===== src/rtl/alu_share_arbiter_if.sv =====
// Bundle of request, shared-ALU and response signals between the arbiter and its environment.
// slave = the arbiter; master = requesters, shared ALU and response consumer.
interface alu_share_arbiter_if #(
    parameter int WIDTH = 32
);
    logic             R0_Valid;
    logic             R0_Ready;
    logic [1:0]       R0_ALU_Op;
    logic [2:0]       R0_Funct_3;
    logic             R0_Funct_7;
    logic [WIDTH-1:0] R0_A;
    logic [WIDTH-1:0] R0_B;

    logic             R1_Valid;
    logic             R1_Ready;
    logic [1:0]       R1_ALU_Op;
    logic [2:0]       R1_Funct_3;
    logic             R1_Funct_7;
    logic [WIDTH-1:0] R1_A;
    logic [WIDTH-1:0] R1_B;

    logic [1:0]       ALU_Op;
    logic [2:0]       Funct_3;
    logic             Funct_7;
    logic [WIDTH-1:0] ALU_A;
    logic [WIDTH-1:0] ALU_B;
    logic [WIDTH-1:0] ALU_Result;
    logic [3:0]       ALU_Flags;

    // Response handshake: a transfer happens on a rising edge where Rsp_Valid && Rsp_Ready;
    // Rsp_* stay stable while Rsp_Valid && !Rsp_Ready.
    logic             Rsp_Valid;
    logic             Rsp_Ready;
    logic             Rsp_Id;
    logic [WIDTH-1:0] Rsp_Result;
    logic [3:0]       Rsp_Flags;

    modport slave (
        input  R0_Valid, R0_ALU_Op, R0_Funct_3, R0_Funct_7, R0_A, R0_B,
        input  R1_Valid, R1_ALU_Op, R1_Funct_3, R1_Funct_7, R1_A, R1_B,
        input  ALU_Result, ALU_Flags, Rsp_Ready,
        output R0_Ready, R1_Ready,
        output ALU_Op, Funct_3, Funct_7, ALU_A, ALU_B,
        output Rsp_Valid, Rsp_Id, Rsp_Result, Rsp_Flags
    );

    modport master (
        output R0_Valid, R0_ALU_Op, R0_Funct_3, R0_Funct_7, R0_A, R0_B,
        output R1_Valid, R1_ALU_Op, R1_Funct_3, R1_Funct_7, R1_A, R1_B,
        output ALU_Result, ALU_Flags, Rsp_Ready,
        input  R0_Ready, R1_Ready,
        input  ALU_Op, Funct_3, Funct_7, ALU_A, ALU_B,
        input  Rsp_Valid, Rsp_Id, Rsp_Result, Rsp_Flags
    );
endinterface


===== src/rtl/alu_share_arbiter.sv =====
// Shares one ALU between two requesters: R0 has fixed priority, R1 is forced in after
// STARVE_LIMIT consecutive losses. One operation in flight: IDLE -> EXEC -> RESP.
module alu_share_arbiter #(
    parameter int WIDTH        = 32,
    parameter int STARVE_LIMIT = 4
) (
    input  logic                clk,
    input  logic                rst,
    alu_share_arbiter_if.slave  bus,
    output logic [1:0]          dbg_state,
    output logic [3:0]          dbg_starve_cnt
);
    typedef enum logic [1:0] {
        IDLE = 2'd0,
        EXEC = 2'd1,
        RESP = 2'd2
    } state_t;

    localparam logic [3:0] LIMIT = 4'(STARVE_LIMIT);

    state_t     state_q;
    state_t     state_d;
    logic [3:0] starve_cnt;
    logic       grant_r0;
    logic       grant_r1;

    always_ff @(posedge clk) begin
        if (rst) state_q <= IDLE;
        else     state_q <= state_d;
    end

    always_comb begin
        state_d = state_q;
        case (state_q)
            IDLE:    if (grant_r0 || grant_r1) state_d = EXEC;
            EXEC:    state_d = RESP;
            RESP:    if (bus.Rsp_Ready) state_d = IDLE;
            default: state_d = IDLE;
        endcase
    end

    // Grants are only ever issued in IDLE and are suppressed while reset is asserted.
    always_comb begin
        grant_r0 = 1'b0;
        grant_r1 = 1'b0;
        if (!rst && state_q == IDLE) begin
            grant_r0 = bus.R0_Valid && !(bus.R1_Valid && starve_cnt == LIMIT);
            grant_r1 = bus.R1_Valid && !grant_r0;
        end
        bus.R0_Ready   = grant_r0;
        bus.R1_Ready   = grant_r1;
        dbg_state      = state_q;
        dbg_starve_cnt = starve_cnt;
    end

    always_ff @(posedge clk) begin
        if (rst) begin
            bus.ALU_Op     <= 2'b00;
            bus.Funct_3    <= 3'b000;
            bus.Funct_7    <= 1'b0;
            bus.ALU_A      <= '0;
            bus.ALU_B      <= '0;
            bus.Rsp_Valid  <= 1'b0;
            bus.Rsp_Id     <= 1'b0;
            bus.Rsp_Result <= '0;
            bus.Rsp_Flags  <= 4'b0000;
            starve_cnt     <= 4'd0;
        end else begin
            if (grant_r0) begin
                bus.ALU_Op  <= bus.R0_ALU_Op;
                bus.Funct_3 <= bus.R0_Funct_3;
                bus.Funct_7 <= bus.R0_Funct_7;
                bus.ALU_A   <= bus.R0_A;
                bus.ALU_B   <= bus.R0_B;
                bus.Rsp_Id  <= 1'b0;
            end else if (grant_r1) begin
                bus.ALU_Op  <= bus.R1_ALU_Op;
                bus.Funct_3 <= bus.R1_Funct_3;
                bus.Funct_7 <= bus.R1_Funct_7;
                bus.ALU_A   <= bus.R1_A;
                bus.ALU_B   <= bus.R1_B;
                bus.Rsp_Id  <= 1'b1;
            end

            if (state_q == EXEC) begin
                bus.Rsp_Result <= bus.ALU_Result;
                bus.Rsp_Flags  <= bus.ALU_Flags;
                bus.Rsp_Valid  <= 1'b1;
            end else if (state_q == RESP && bus.Rsp_Ready) begin
                bus.Rsp_Valid  <= 1'b0;
            end

            // Counts consecutive IDLE-cycle losses of a waiting R1.
            if (state_q == IDLE) begin
                if (grant_r1 || !bus.R1_Valid) starve_cnt <= 4'd0;
                else if (starve_cnt != LIMIT)  starve_cnt <= starve_cnt + 4'd1;
            end
        end
    end
endmodule


===== src/flat_wrapper.sv =====
// flat-port wrapper written by rule: the top's interface ports become plain ports
module alu_share_arbiter_flat 
#(
    parameter int WIDTH        = 32,
    parameter int STARVE_LIMIT = 4
)
  (clk, rst, dbg_state, dbg_starve_cnt, bus_R0_Valid, bus_R0_ALU_Op, bus_R0_Funct_3, bus_R0_Funct_7, bus_R0_A, bus_R0_B, bus_R1_Valid, bus_R1_ALU_Op, bus_R1_Funct_3, bus_R1_Funct_7, bus_R1_A, bus_R1_B, bus_ALU_Result, bus_ALU_Flags, bus_Rsp_Ready, bus_R0_Ready, bus_R1_Ready, bus_ALU_Op, bus_Funct_3, bus_Funct_7, bus_ALU_A, bus_ALU_B, bus_Rsp_Valid, bus_Rsp_Id, bus_Rsp_Result, bus_Rsp_Flags);
  alu_share_arbiter_if #(.WIDTH(WIDTH)) bus_i ();
  input  logic clk;
  input  logic rst;
  output logic [1:0] dbg_state;
  output logic [3:0] dbg_starve_cnt;
  input wire logic [$bits(bus_i.R0_Valid)-1:0] bus_R0_Valid;
  input wire logic [$bits(bus_i.R0_ALU_Op)-1:0] bus_R0_ALU_Op;
  input wire logic [$bits(bus_i.R0_Funct_3)-1:0] bus_R0_Funct_3;
  input wire logic [$bits(bus_i.R0_Funct_7)-1:0] bus_R0_Funct_7;
  input wire logic [$bits(bus_i.R0_A)-1:0] bus_R0_A;
  input wire logic [$bits(bus_i.R0_B)-1:0] bus_R0_B;
  input wire logic [$bits(bus_i.R1_Valid)-1:0] bus_R1_Valid;
  input wire logic [$bits(bus_i.R1_ALU_Op)-1:0] bus_R1_ALU_Op;
  input wire logic [$bits(bus_i.R1_Funct_3)-1:0] bus_R1_Funct_3;
  input wire logic [$bits(bus_i.R1_Funct_7)-1:0] bus_R1_Funct_7;
  input wire logic [$bits(bus_i.R1_A)-1:0] bus_R1_A;
  input wire logic [$bits(bus_i.R1_B)-1:0] bus_R1_B;
  input wire logic [$bits(bus_i.ALU_Result)-1:0] bus_ALU_Result;
  input wire logic [$bits(bus_i.ALU_Flags)-1:0] bus_ALU_Flags;
  input wire logic [$bits(bus_i.Rsp_Ready)-1:0] bus_Rsp_Ready;
  output wire logic [$bits(bus_i.R0_Ready)-1:0] bus_R0_Ready;
  output wire logic [$bits(bus_i.R1_Ready)-1:0] bus_R1_Ready;
  output wire logic [$bits(bus_i.ALU_Op)-1:0] bus_ALU_Op;
  output wire logic [$bits(bus_i.Funct_3)-1:0] bus_Funct_3;
  output wire logic [$bits(bus_i.Funct_7)-1:0] bus_Funct_7;
  output wire logic [$bits(bus_i.ALU_A)-1:0] bus_ALU_A;
  output wire logic [$bits(bus_i.ALU_B)-1:0] bus_ALU_B;
  output wire logic [$bits(bus_i.Rsp_Valid)-1:0] bus_Rsp_Valid;
  output wire logic [$bits(bus_i.Rsp_Id)-1:0] bus_Rsp_Id;
  output wire logic [$bits(bus_i.Rsp_Result)-1:0] bus_Rsp_Result;
  output wire logic [$bits(bus_i.Rsp_Flags)-1:0] bus_Rsp_Flags;
  assign bus_i.R0_Valid = bus_R0_Valid;
  assign bus_i.R0_ALU_Op = bus_R0_ALU_Op;
  assign bus_i.R0_Funct_3 = bus_R0_Funct_3;
  assign bus_i.R0_Funct_7 = bus_R0_Funct_7;
  assign bus_i.R0_A = bus_R0_A;
  assign bus_i.R0_B = bus_R0_B;
  assign bus_i.R1_Valid = bus_R1_Valid;
  assign bus_i.R1_ALU_Op = bus_R1_ALU_Op;
  assign bus_i.R1_Funct_3 = bus_R1_Funct_3;
  assign bus_i.R1_Funct_7 = bus_R1_Funct_7;
  assign bus_i.R1_A = bus_R1_A;
  assign bus_i.R1_B = bus_R1_B;
  assign bus_i.ALU_Result = bus_ALU_Result;
  assign bus_i.ALU_Flags = bus_ALU_Flags;
  assign bus_i.Rsp_Ready = bus_Rsp_Ready;
  assign bus_R0_Ready = bus_i.R0_Ready;
  assign bus_R1_Ready = bus_i.R1_Ready;
  assign bus_ALU_Op = bus_i.ALU_Op;
  assign bus_Funct_3 = bus_i.Funct_3;
  assign bus_Funct_7 = bus_i.Funct_7;
  assign bus_ALU_A = bus_i.ALU_A;
  assign bus_ALU_B = bus_i.ALU_B;
  assign bus_Rsp_Valid = bus_i.Rsp_Valid;
  assign bus_Rsp_Id = bus_i.Rsp_Id;
  assign bus_Rsp_Result = bus_i.Rsp_Result;
  assign bus_Rsp_Flags = bus_i.Rsp_Flags;
  alu_share_arbiter #(.WIDTH(WIDTH), .STARVE_LIMIT(STARVE_LIMIT)) u_core (.clk(clk), .rst(rst), .bus(bus_i), .dbg_state(dbg_state), .dbg_starve_cnt(dbg_starve_cnt));
endmodule

===== config.mk =====
export PLATFORM = sky130hd
export DESIGN_NAME = alu_share_arbiter_flat
export DESIGN_NICKNAME = d
export VERILOG_FILES = /design/src/rtl/alu_share_arbiter_if.sv /design/src/rtl/alu_share_arbiter.sv /design/src/flat_wrapper.sv
export SDC_FILE = /design/constraint.sdc
export NUM_CORES = 1
export LEC_CHECK = 0
export CAP_MARGIN = 20
export CORE_AREA = 2 2 126 128
export CTS_CLUSTER_SIZE = 30
export DETAILED_ROUTE_END_ITERATION = 10
export DIE_AREA = 0 0 128 130
export GPL_ROUTABILITY_DRIVEN = 0
export MAX_ROUTING_LAYER = met4
export PLACE_DENSITY = 0.83
export REMOVE_ABC_BUFFERS = 1
export SLEW_MARGIN = 15
export SYNTH_ARGS = -nofsm -noshare
export SYNTH_HDL_FRONTEND = slang
export SYNTH_SLANG_ARGS = --single-unit

===== constraint.sdc =====
create_clock -name clk -period 3.3 [get_ports clk]
set_input_delay 0.825 -clock clk [delete_from_list [all_inputs] [get_ports clk]]
set_output_delay 0.825 -clock clk [all_outputs]
set_load 0.05 [all_outputs]

==> results.yml, run 1 <==
routing:
  drtIter0Drc: 222
  drc: 0
  drt_wl_total_mm: 17.9
  ant_nets: 0
  avgRoutedWirePerCell_um: 16.6
  vias_per_cell: 5.23
  first_pass_iters: 4
  via_count: 5648
synth:
  synth_edf_count: 0
  yosys.area.top_type: "dfxtp_1"
  synth_area_leaders: "dfxtp_1 43%, a311oi_2 20%, nand2_1 15%"
  avgSynthCellArea_um2: 8.60
  synthArstFlopShare_pct: 0
  ys.flop_type: "dfxtp_1"
  synth.top_cell.area_share_pct: 43.4
  synth_seq_area_share_pct: 43.4
  ys.warnings.count: 0
  ys_ff_latch: 114
  synth_common_cells: "216 x nand2_1, 114 x dfxtp_1, 73 x nor3_1, 69 x a311oi_2, 42 x clkbuf_1"
  syn_inst: 611
  yosys.cell_count.top_type: "nand2_1"
  synth_cell_type_count: 29
  synth_area_mm2: 0.00526
setup_path:
  worstPathArrival_ns: 2.37
  critPathMaxFanout: 6
  rrSetupSlack_ns: 0.77
  crit_type: "in -> out"
  worstSetupEndpointType: "output pin"
  crit_required_ns: 2.47
  crit_path_start: "bus_R1_Valid"
  critPathLaunchType: "input pin"
  crit_end: "bus_R1_Ready"
  reg2reg_from: "u_core.dbg_starve_cnt[0]$_SDFFE_PP0P_"
  r2r-end: "u_core.bus.ALU_A[1]$_SDFFE_PP0P_"
  rr_worst_depth: 7
clock_network:
  clockBufferDepth: 2
  root_buffer: "clkbuf_16"
  cts_buffers: 17
  htree_num_levels: 4
  cts_sinks: 114
  post_cts_buffers: 0
  insertion_delay_ns: 0.41
  cts_tree: "built"
  clk_pin_slew_ns: 0.05
cells_and_area:
  fin_nets: 1058
  syn2layout_area_growth_pct: 69.4
  utilization_pct: 57.7
  drive_gt1_share_pct: 13.7
  fillers: 1329
  antenna_cells: 0
  seq_area_mm2: 0.00228
  design_area_mm2: 0.00890
  multi_input_area_mm2: 0.00266
die:
  num_rows: 46
  top_level_ports: 297
  initial_core_util_pct: 34.1
  core_mm2: 0.0154
  die_area_mm2: 0.0166
  die_h_um: 130
  fp.dieW_um: 128
timing:
  skew_ns: 0.00990
  fin_hold_ws_ns: 0.451
  tightestPinTransition_ns: 1.03
  final.setup.tns_ns: 0
  fmax_ghz: 0.313
  fin_ws_ns: 0.106
  relSlewSlack_pct: 31.0
  fin_crit_ns: 3.19
  slew_violations: 0
  rsz0062_at_grt: "false"
  fin_crit_sh_pct: 96.8
  setup_viol_count_final: 0
  hold_viol_final: 0
grt:
  antenna_found_initial: 0
  grt_pass1_vias: 5531
  grt_usage_pct: 21.8
  grt_overflow: 0
  grt_max_degree: 72
  grt_pass1_wl_mm: 27.6
place:
  dp_hpwl_mm: 12.1
  placedInstanceArea_mm2: 0.00827
  dp_slack_ns: -0.0840
  portBuffers: 296
run:
  maxCapViolations: 0
power:
  peakVddDrop_uv: 328
  leakagePower_nw: 3.09
  p_per_area_mw_per_mm2: 556
worst_hold_path:
  hp-class: "reg -> reg"
outcome:
  status: "finished clean"
## layout make-up
class	count	share of cell area, %
Clock buffer	20	5.02
Clock inverter	12	2.02
Inverter	3	0.126
Multi-Input combinational cell	431	29.9
Sequential cell	114	25.6
Tap cell	192	2.70
Timing Repair Buffer	308	34.6
## kinds of logic after synthesis
| logic type | count (synthesis) | share of synthesized area, % |
|---|---|---|
| DFF | 114 | 43.4 |
| buffers and inverters | 66 | 6.21 |
| adders and majority gates | 2 | 0.476 |
| AOI/OAI and AO/OA | 114 | 24.2 |
| and+or+nand+nor | 315 | 25.7 |
## flip-flops by register name, indices dropped and copies added (netlist names)
| register | cells |
|---|---|
| u_core.bus.ALU_Op | 2 |
| u_core.dbg_starve_cnt | 4 |
| u_core.bus.Rsp_Result | 32 |
| u_core.bus.ALU_A | 32 |
| u_core.bus.ALU_B | 32 |
| u_core.bus.Rsp_Id | 1 |
| u_core.dbg_state | 2 |
| u_core.bus.Rsp_Valid | 1 |
| u_core.bus.Rsp_Flags | 4 |
| u_core.bus.Funct_7 | 1 |
| u_core.bus.Funct_3 | 3 |
## what timing repair did
action	in CTS	in global routing
setup endpoints to repair	1	1
hold buffers	0	0
gates resized for setup	1	1
## worst max-delay path: stages
cell             delay [ns]
clkdlybuf4s50_1        0.55
or4b_2                 0.62
nor2_1                 0.21
buf_12                 0.17
## metal layers
metal  vias up  part of all wire (%)  global-route usage [%]
li1       2670                     -                       -
met1      2642                    41                    24.3
met2       294                    48                    36.5
met3        42                   8.0                    6.15
met4         0                   3.0                    9.83
met5         -                     0                       -
## where the power goes
part           internal (W)  total (W)  switching (W)
Sequential          0.00151    0.00158      0.0000755
Clock               0.00129    0.00196       0.000671
Combinational      0.000564    0.00141       0.000845
## per-stage QoR
stage	total power, W	std cells
floorplan	0.00240	548
global placement	0.00300	1048
detailed placement	0.00301	1048
CTS	0.00499	1080
global route	0.00514	1080
finish	0.00495	1080
## how the worst min path moves through the flow
| stage | from | to | slack (ns) | depth (start not counted) |
|---|---|---|---|---|
| after floorplan | u_core.bus.Rsp_Flags[0]$_SDFFE_PP0P_ | u_core.bus.Rsp_Flags[0]$_SDFFE_PP0P_ | 0.67 | 2 |
| after global placement | u_core.bus.Rsp_Result[18]$_SDFFE_PP0P_ | u_core.bus.Rsp_Result[18]$_SDFFE_PP0P_ | 0.44 | 2 |
| after detailed placement | u_core.bus.Rsp_Result[3]$_SDFFE_PP0P_ | u_core.bus.Rsp_Result[3]$_SDFFE_PP0P_ | 0.45 | 2 |
| after CTS | u_core.bus.Rsp_Result[3]$_SDFFE_PP0P_ | u_core.bus.Rsp_Result[3]$_SDFFE_PP0P_ | 0.45 | 2 |
| after global routing | u_core.bus.Rsp_Result[13]$_SDFFE_PP0P_ | u_core.bus.Rsp_Result[13]$_SDFFE_PP0P_ | 0.47 | 2 |
| final | u_core.bus.Rsp_Result[12]$_SDFFE_PP0P_ | u_core.bus.Rsp_Result[12]$_SDFFE_PP0P_ | 0.45 | 2 |
## layout by cell type, fill, tap and decap left out, drive strengths merged, types with 3 or more instances in the layout
cell type,n
a21oi,40
a311oi,70
buf,15
bufinv,4
clkbuf,20
clkdlybuf4s50,293
clkinv,4
dfxtp,114
inv,5
nand2,216
nand4b,3
nor2,8
nor3,73
Note: power is estimated with default switching activity, not from simulation.
==> run 2: changes to the inputs <==
- CORE_AREA: 2 2 126 128 -> 2 2 120 122
- DIE_AREA: 0 0 128 130 -> 0 0 122 124
- PLACE_DENSITY: 0.83 -> 0.9
==> results.yml, run 2 (synthesized netlist as in run 1, its figures left out) <==
outcome:
  status: "finished clean"
clock_network:
  clk_pin_slew_ns: 0.05
  insertion_delay_ns: 0.40
  root_buffer: "clkbuf_16"
  htree_num_levels: 4
  clockBufferDepth: 2
  cts_tree: "built"
  post_cts_buffers: 0
  cts_resized: 0
  cts_sinks: 114
  cts_buffers: 17
  postCtsHoldBufs: 0
timing:
  skew_ns: 0.0144
  fmax_ghz: 0.318
  hold_viol_final: 0
  fin_ws_ns: 0.157
  fin_crit_sh_pct: 95.2
  setup_viol_count_final: 0
  slew_violations: 0
  rsz0062_at_grt: "false"
  tightestPinTransition_ns: 0.830
  fin_crit_ns: 3.14
  relSlewSlack_pct: 44.7
routing:
  avgRoutedWirePerCell_um: 17.1
  drt_wl_total_mm: 18.2
  drc: 0
  ant_nets: 0
  via_count: 5564
  first_pass_iters: 5
  drtIter0Drc: 308
  vias_per_cell: 5.23
cells_and_area:
  antenna_cells: 0
  fin_cells: 1064
  final_cell_mix: "293 x clkdlybuf4s50_1, 216 x nand2_1, 114 x dfxtp_1, 73 x nor3_1, 69 x a311oi_2"
  final_common_cell: "clkdlybuf4s50_1"
  top_regs: "u_core.bus.ALU_A (32), u_core.bus.ALU_B (32), u_core.bus.Rsp_Result (32)"
  drive_gt1_share_pct: 13.3
  syn2layout_area_growth_pct: 68.1
  fin_nets: 1056
grt:
  grt_pass1_vias: 5617
  grt_max_degree: 117
  grt_usage_pct: 24.2
  grt_overflow: 0
  grt_pass1_wl_mm: 28.0
  antenna_found_initial: 0
power:
  p_comb_share_pct: 29.4
  swShare_pct: 32.4
  clkPwrFrac_pct: 37.4
  seqPwrFrac_pct: 33.1
  intPower_w: 0.00323
  p_sw_w: 0.00155
  peakVddDrop_uv: 302
  p_per_area_mw_per_mm2: 541
  leakagePower_nw: 3.06
die:
  top_level_ports: 297
  core_mm2: 0.0137
  num_rows: 43
  die_h_um: 124
  die_area_mm2: 0.0151
  fp.dieW_um: 122
  initial_core_util_pct: 38.3
run:
  maxCapViolations: 0
setup_path:
  crit_required_ns: 2.47
  reg2reg_from: "u_core.dbg_state[1]$_SDFFE_PP0P_"
  r2r-end: "u_core.bus.ALU_A[30]$_SDFFE_PP0P_"
  rrSetupSlack_ns: 1.09
  rr_worst_depth: 5
  worstPathArrival_ns: 2.32
  critPathMaxFanout: 4
  worstSetupEndpointType: "output pin"
  crit_type: "in -> out"
  critPathLaunchType: "input pin"
place:
  dp_slack_ns: 0.156
  dp_hpwl_mm: 11.9
  dp_cells: 1034
  portBuffers: 296
worst_hold_path:
  min_to: "u_core.bus.Rsp_Result[19]$_SDFFE_PP0P_"
  hp-class: "reg -> reg"
  hold_start: "u_core.bus.Rsp_Result[19]$_SDFFE_PP0P_"
  hold_depth: 2
## run 2: cell types whose count changed in the layout (fill, tap and decap cells not counted), moves of 2 or more
cell / change
buf_4: -3
inv_6: -2
clkbuf_8: +2
bufinv_16: -2
## run 2: power by group through the flow
stage               Combinational (W)  Clock [W]  Sequential (W)
global placement              0.00139          0         0.00161
CTS                           0.00141    0.00182         0.00158
global route                  0.00148    0.00191         0.00160
finish                        0.00141    0.00179         0.00159
floorplan                    0.000360          0         0.00204
detailed placement            0.00141          0         0.00161
## run 2: worst max-delay path by stage
stage	cells past startpoint	end	from
floorplan	3	bus_R0_Ready	bus_R1_Valid
global placement	5	bus_R0_Ready	bus_R0_Valid
detailed placement	5	bus_R0_Ready	bus_R0_Valid
CTS	5	bus_R0_Ready	bus_R0_Valid
global route	5	bus_R0_Ready	bus_R0_Valid
finish	5	bus_R0_Ready	bus_R0_Valid
## run 2: worst max-delay path, stage by stage
cell	delay (ns)
clkdlybuf4s50_1	0.51
or3b_4	0.40
or2_4	0.27
nor2_1	0.09
buf_4	0.23
## run 2: metrics by stage
step	total power, W	util [%]	cell area (µm²)	setup TNS (ns)	hold slack (ns)
global placement	0.00300	60.2	8260	0	0.441
finish	0.00478	64.4	8830	0	0.453
floorplan	0.00240	-	4940	-116.88	0.674
detailed placement	0.00302	60.2	8260	0	0.447
CTS	0.00482	64.4	8830	0	0.454
global route	0.00499	64.4	8830	0	0.467
## run 2: layout make-up
type / instances / area, µm²
multi-input combinational: 431 / 2660
tap: 180 / 225
inverter: 3 / 11.3
sequential: 114 / 2280
clock inverter: 9 / 108
fill: 1129 / 4890
clock buffer: 21 / 470
timing repair buffer: 306 / 3080
## run 2: per-layer routing
layer	wire [µm]	track usage (%)	up-vias
met5	0	-	-
met4	495	9.20	0
met2	8850	40.8	266
met1	7310	27.4	2590
li1	-	-	2671
met3	1520	6.96	37
